--- config.mk ---
export PLATFORM = sky130hd
export DESIGN_NAME = addsub_share_sched
export DESIGN_NICKNAME = d
export VERILOG_FILES = /design/src/rtl/addsub_share_sched.sv
export SDC_FILE = /design/constraint.sdc
export NUM_CORES = 1
export LEC_CHECK = 0
export ABC_AREA = 1
export CAP_MARGIN = 20
export CORE_AREA = 2 2 83 85
export CTS_CLUSTER_DIAMETER = 120
export DETAILED_ROUTE_END_ITERATION = 8
export DIE_AREA = 0 0 85 87
export GPL_TIMING_DRIVEN = 0
export MAX_ROUTING_LAYER = met4
export PLACE_DENSITY = 0.7
export SLEW_MARGIN = 0
export SYNTH_ARGS = -nofsm -noshare
export SYNTH_HDL_FRONTEND = slang
export SYNTH_SLANG_ARGS = --single-unit
--- constraint.sdc ---
create_clock -name CLK -period 3.41 [get_ports CLK]
set_input_delay 0.5115 -clock CLK [delete_from_list [all_inputs] [get_ports CLK]]
set_output_delay 0.5115 -clock CLK [all_outputs]
set_load 0.03 [all_outputs]
--- src/rtl/addsub_share_sched.sv ---
// Round-robin scheduler sharing one WIDTH-bit adder (with carry-in) among NREQ
// requesters; returns one tagged result at a time.
//
// state | meaning
// IDLE  | no work in flight; combinational grant to next requester from rr_ptr
// EXEC1 | first adder pass (ADD/SUB/RSUB result, or z+x for TWO)
// EXEC2 | second pass for TWO: held result minus z
// RESP  | result presented until rsp_ready handshake
module addsub_share_sched #(
   parameter int WIDTH = 8,
   parameter int NREQ  = 2,
   parameter int IDW   = 3
) (
   input  logic                    CLK,
   input  logic                    ASYNCRESETN,
   input  logic [NREQ-1:0]         req_valid,
   output logic [NREQ-1:0]         req_ready,
   input  logic [2*NREQ-1:0]       req_op,
   input  logic [WIDTH*NREQ-1:0]   req_z,
   input  logic [WIDTH*NREQ-1:0]   req_x,
   output logic                    rsp_valid,
   input  logic                    rsp_ready,
   output logic [WIDTH-1:0]        rsp_a,
   output logic [IDW-1:0]          rsp_id,
   output logic                    busy
);

   localparam int PW = (NREQ > 1) ? $clog2(NREQ) : 1;

   localparam logic [1:0] OP_ADD  = 2'd0;
   localparam logic [1:0] OP_SUB  = 2'd1;
   localparam logic [1:0] OP_TWO  = 2'd2;
   localparam logic [1:0] OP_RSUB = 2'd3;

   typedef enum logic [1:0] {IDLE, EXEC1, EXEC2, RESP} state_t;

   state_t            state_q, state_d;
   logic [PW-1:0]     rr_ptr_q, rr_ptr_d;
   logic [1:0]        op_q, op_d;
   logic [WIDTH-1:0]  z_q, z_d;
   logic [WIDTH-1:0]  x_q, x_d;
   logic [WIDTH-1:0]  r_q, r_d;
   logic [WIDTH-1:0]  rsp_a_q, rsp_a_d;
   logic [IDW-1:0]    rsp_id_q, rsp_id_d;
   logic              rsp_valid_q, rsp_valid_d;

   logic [WIDTH-1:0]  z_arr  [NREQ];
   logic [WIDTH-1:0]  x_arr  [NREQ];
   logic [1:0]        op_arr [NREQ];

   logic              gnt_any;
   logic [PW-1:0]     gnt_idx;
   logic [PW:0]       scan;

   logic [WIDTH-1:0]  add_a, add_b, add_sum;
   logic              add_cin;

   always_comb begin
      for (int j = 0; j < NREQ; j++) begin
         z_arr[j]  = req_z[j*WIDTH +: WIDTH];
         x_arr[j]  = req_x[j*WIDTH +: WIDTH];
         op_arr[j] = req_op[j*2 +: 2];
      end
   end

   // first valid requester at or above rr_ptr, wrapping modulo NREQ
   always_comb begin
      gnt_any = 1'b0;
      gnt_idx = '0;
      scan    = '0;
      for (int i = 0; i < NREQ; i++) begin
         scan = {1'b0, rr_ptr_q} + (PW+1)'(i);
         if (scan >= (PW+1)'(NREQ)) scan = scan - (PW+1)'(NREQ);
         if (!gnt_any && req_valid[scan[PW-1:0]]) begin
            gnt_any = 1'b1;
            gnt_idx = scan[PW-1:0];
         end
      end
   end

   always_comb begin
      req_ready = '0;
      if (state_q == IDLE && ASYNCRESETN && gnt_any) req_ready[gnt_idx] = 1'b1;
   end

   // the single shared adder; subtraction is A + ~B + 1
   always_comb begin
      add_a   = z_q;
      add_b   = x_q;
      add_cin = 1'b0;
      case (state_q)
         EXEC1: begin
            case (op_q)
               OP_SUB: begin
                  add_b   = ~x_q;
                  add_cin = 1'b1;
               end
               OP_RSUB: begin
                  add_a   = x_q;
                  add_b   = ~z_q;
                  add_cin = 1'b1;
               end
               default: ;
            endcase
         end
         EXEC2: begin
            add_a   = r_q;
            add_b   = ~z_q;
            add_cin = 1'b1;
         end
         default: ;
      endcase
      add_sum = add_a + add_b + WIDTH'(add_cin);
   end

   always_comb begin
      state_d     = state_q;
      rr_ptr_d    = rr_ptr_q;
      op_d        = op_q;
      z_d         = z_q;
      x_d         = x_q;
      r_d         = r_q;
      rsp_a_d     = rsp_a_q;
      rsp_id_d    = rsp_id_q;
      rsp_valid_d = rsp_valid_q;
      case (state_q)
         IDLE: begin
            if (gnt_any) begin
               op_d     = op_arr[gnt_idx];
               z_d      = z_arr[gnt_idx];
               x_d      = x_arr[gnt_idx];
               rsp_id_d = IDW'(gnt_idx);
               rr_ptr_d = (gnt_idx == PW'(NREQ-1)) ? '0 : gnt_idx + 1'b1;
               state_d  = EXEC1;
            end
         end
         EXEC1: begin
            if (op_q == OP_TWO) begin
               r_d     = add_sum;
               state_d = EXEC2;
            end else begin
               rsp_a_d     = add_sum;
               rsp_valid_d = 1'b1;
               state_d     = RESP;
            end
         end
         EXEC2: begin
            rsp_a_d     = add_sum;
            rsp_valid_d = 1'b1;
            state_d     = RESP;
         end
         RESP: begin
            if (rsp_ready) begin
               rsp_valid_d = 1'b0;
               state_d     = IDLE;
            end
         end
         default: state_d = IDLE;
      endcase
   end

   always_ff @(posedge CLK or negedge ASYNCRESETN) begin
      if (!ASYNCRESETN) begin
         state_q     <= IDLE;
         rr_ptr_q    <= '0;
         op_q        <= OP_ADD;
         z_q         <= '0;
         x_q         <= '0;
         r_q         <= '0;
         rsp_a_q     <= '0;
         rsp_id_q    <= '0;
         rsp_valid_q <= 1'b0;
      end else begin
         state_q     <= state_d;
         rr_ptr_q    <= rr_ptr_d;
         op_q        <= op_d;
         z_q         <= z_d;
         x_q         <= x_d;
         r_q         <= r_d;
         rsp_a_q     <= rsp_a_d;
         rsp_id_q    <= rsp_id_d;
         rsp_valid_q <= rsp_valid_d;
      end
   end

   assign rsp_valid = rsp_valid_q;
   assign rsp_a     = rsp_a_q;
   assign rsp_id    = rsp_id_q;
   assign busy      = (state_q != IDLE);

endmodule
==> impl_metrics.env <==
export IMPL_worst_path_buf_inv=5
export IMPL_status="finished, final reports clean"
export IMPL_cts_buffers=5
export IMPL_r2r_cells=13
export IMPL_grt_pass1_vias=2446
export IMPL_nNetsFinal=471
export IMPL_required_ps=2900
export IMPL_end_kind="output pin"
export IMPL_routed_via_density=5.07
export IMPL_ys_seq_area_share_pct=36.7
export IMPL_relSlewSlack_pct=41.1
export IMPL_r2r_end="rsp_a[4]"
export IMPL_die_w_um=85
export IMPL_cp_top_family="buffers and inverters"
export IMPL_cts_buffer_depth=2
export IMPL_synth_cell_types=36
export IMPL_fin_crit_ps=3080
export IMPL_cts_hold_buffers=0
export IMPL_cts_post_setup_buffers_inserted=0
export IMPL_worst_pin_slew_ps=884
export IMPL_path_max_fanout=10
export IMPL_tns_ps=0
export IMPL_drtAntennaViolNets=0
export IMPL_track_usage_pct=19.1
export IMPL_final_period_utilization_pct=90.2
export IMPL_syn_inst=356
export IMPL_drt_iter0_markers=142
export IMPL_rrSetupSlack_ps=430
export IMPL_fp_row_count=30
export IMPL_cts_max_level=2
export IMPL_cts_resized=0
export IMPL_io_pin_count=56
export IMPL_wl_per_cell_um=12.5
export IMPL_crit_path_start_kind="input port"
export IMPL_crit_type="in2out"
export IMPL_grt_setup_unrepaired="no"
export IMPL_grt_overflow=0
export IMPL_slew_violations=0
export IMPL_initial_utilization_pct=40.4
export IMPL_root_buffer="clkbuf_8"
export IMPL_clk_pin_slew_ps=70
export IMPL_antenna_cells=0
export IMPL_cts_tree="done"
export IMPL_drive_gt1_share_pct=8.61
export IMPL_synth_avg_cell_area_sq_um=7.46
export IMPL_hold_viol=0
export IMPL_synth_ff_latch_count=39
export IMPL_worstPathArrival_ps=2560
export IMPL_fp_dieH_um=87
export IMPL_grt_max_degree=42
export IMPL_grt_pass1_wl_um=11100
export IMPL_yosysWarnings=0
export IMPL_max_freq_ghz=0.325
export IMPL_antenna_found_initial=0
export IMPL_finalSetupViolations=0
export IMPL_worst_path_largest_cell_delay_ps=670
export IMPL_rr_startpoint="state_q[0]"
export IMPL_drc_errors=0
export IMPL_coreArea_sq_um=6570
export IMPL_fill_cells=627
export IMPL_place_congestion=0.904
export IMPL_port_buffers=53
export IMPL_routed_wl_um=6220
export IMPL_dr_pass1_iters=4
export IMPL_dp_hpwl_um=5030
export IMPL_crit_chain="clkdlybuf4s50_1 > nand2_1 > nand3b_1 > nand2_1 > inv_1 > clkbuf_1 > nand3_1 > inv_1 > clkdlybuf4s50_1"
export IMPL_critical_path_slowest_cell="clkdlybuf4s50_1"
export IMPL_synth_area_sq_um=2660
export IMPL_hp_class="in2async"
export IMPL_vias=2525
export IMPL_syn_to_final_growth_pct=28.1
export IMPL_skew_ps=5.92
export IMPL_drv_cap=0
export IMPL_die_area_sq_um=7400
export IMPL_cts_sinks=39
export IMPL_cp_num_cells=9
export IMPL_insertion_delay_ps=290
cell usage in the layout (no fill, tap or decap), types with 4 or more instances in the layout:
cell | netlist | layout
o21ai_0 | 15 | 15
buf_4 | 4 | 4
nand2_1 | 96 | 96
dfrtp_1 | 39 | 39
clkbuf_1 | 4 | 4
a21oi_1 | 22 | 22
nor2_1 | 26 | 26
o21ai_1 | 6 | 6
buf_2 | 6 | 7
a22oi_1 | 7 | 7
clkdlybuf4s50_1 | 0 | 52
inv_1 | 36 | 36
o22ai_1 | 6 | 6
a31oi_1 | 19 | 19
o221ai_1 | 6 | 6
nand3_1 | 14 | 14
clkbuf_8 | 0 | 6
o211ai_1 | 4 | 4
ha_1 | 11 | 11
inv_2 | 4 | 4
synthesized netlist by cell type:
library cell,count,share of area (%)
nand2_1,96,14
dfrtp_1,39,37
inv_1,36,5.1
nor2_1,26,3.7
a21oi_1,22,4.1
a31oi_1,19,4.5
o21ai_0,15,2.8
nand3_1,14,2.6
ha_1,11,5.2
a22oi_1,7,2.0
buf_2,6,1.1
o21ai_1,6,1.1
o221ai_1,6,2.0
o22ai_1,6,1.4
buf_4,4,1.1
clkbuf_1,4,0.57
inv_2,4,0.57
o211ai_1,4,1.1
buf_6,3,1.3
nand2_2,3,0.71
nand3_2,3,1.1
nand3b_1,3,0.85
nand4_1,3,0.71
a32oi_1,2,0.66
fa_1,2,1.5
xor2_1,2,0.66
a21o_1,1,0.28
a32o_1,1,0.38
buf_1,1,0.14
conb_1,1,0.14
nor2_4,1,0.42
nor3_4,1,0.61
o21ai_2,1,0.33
o21bai_1,1,0.28
or2_2,1,0.24
xnor2_1,1,0.33
routing by layer:
| layer | routed length (um) | GRT usage (%) |
|---|---|---|
| met1 | 2900 | 24.2 |
| met2 | 2870 | 30.2 |
| met3 | 322 | 2.94 |
| met4 | 121 | 8.66 |
| met5 | 0 | - |
state kept, by name (all words and copies together), names as in the netlist:
register   cells
state_q        2
rr_ptr_q       1
rsp_valid      1
x_q            8
r_q            8
op_q           2
z_q            8
rsp_id         1
rsp_a          8
how the worst max path moves through the flow:
stage                     slack, ps      endpoint         start
after detailed placement        340  req_ready[1]  req_valid[0]
after CTS                       320  req_ready[1]  req_valid[0]
after global placement         -380  req_ready[0]   ASYNCRESETN
after global routing            100      rsp_a[4]    state_q[0]
after floorplan                 760        r_q[6]    state_q[0]
final                           330  req_ready[1]  req_valid[0]
kinds of logic after synthesis:
group / Yosys count / synth area share [%]
other: 1 / 0.141
adders and majority gates: 13 / 6.69
AOI/OAI and AO/OA: 91 / 21.0
xor gates and xnor gates: 3 / 0.989
DFF: 39 / 36.7
buffers and inverters: 58 / 9.89
and+or+nand+nor: 151 / 24.5
area by class of cell:
class | count | area (sq um) | area share [%]
inverter | 40 | 150 | 4.41
clock buffer | 6 | 82.6 | 2.43
buffer | 18 | 113 | 3.31
timing repair buffer | 53 | 526 | 15.4
sequential | 39 | 976 | 28.7
multi-input combinational | 260 | 1420 | 41.8
clock inverter | 2 | 35.0 | 1.03
tap | 80 | 100 | 2.94
metrics by stage:
| step | util (%) | hold WS (ps) | worst slack, ps | instance area (sq um) | instances |
|---|---|---|---|---|---|
| after floorplan | - | 216 | 757 | 2660 | 357 |
| after global placement | 50.1 | 462 | -376 | 3290 | 490 |
| after detailed placement | 50.0 | 471 | 338 | 3290 | 490 |
| after CTS | 51.8 | 369 | 323 | 3400 | 498 |
| after global routing | 51.8 | 414 | 104 | 3400 | 498 |
| final | 51.8 | 343 | 334 | 3400 | 498 |
Power is left out: the tool's default activity adds up to more than one toggle a clock period on the data nets, which glitch-free logic cannot reach.
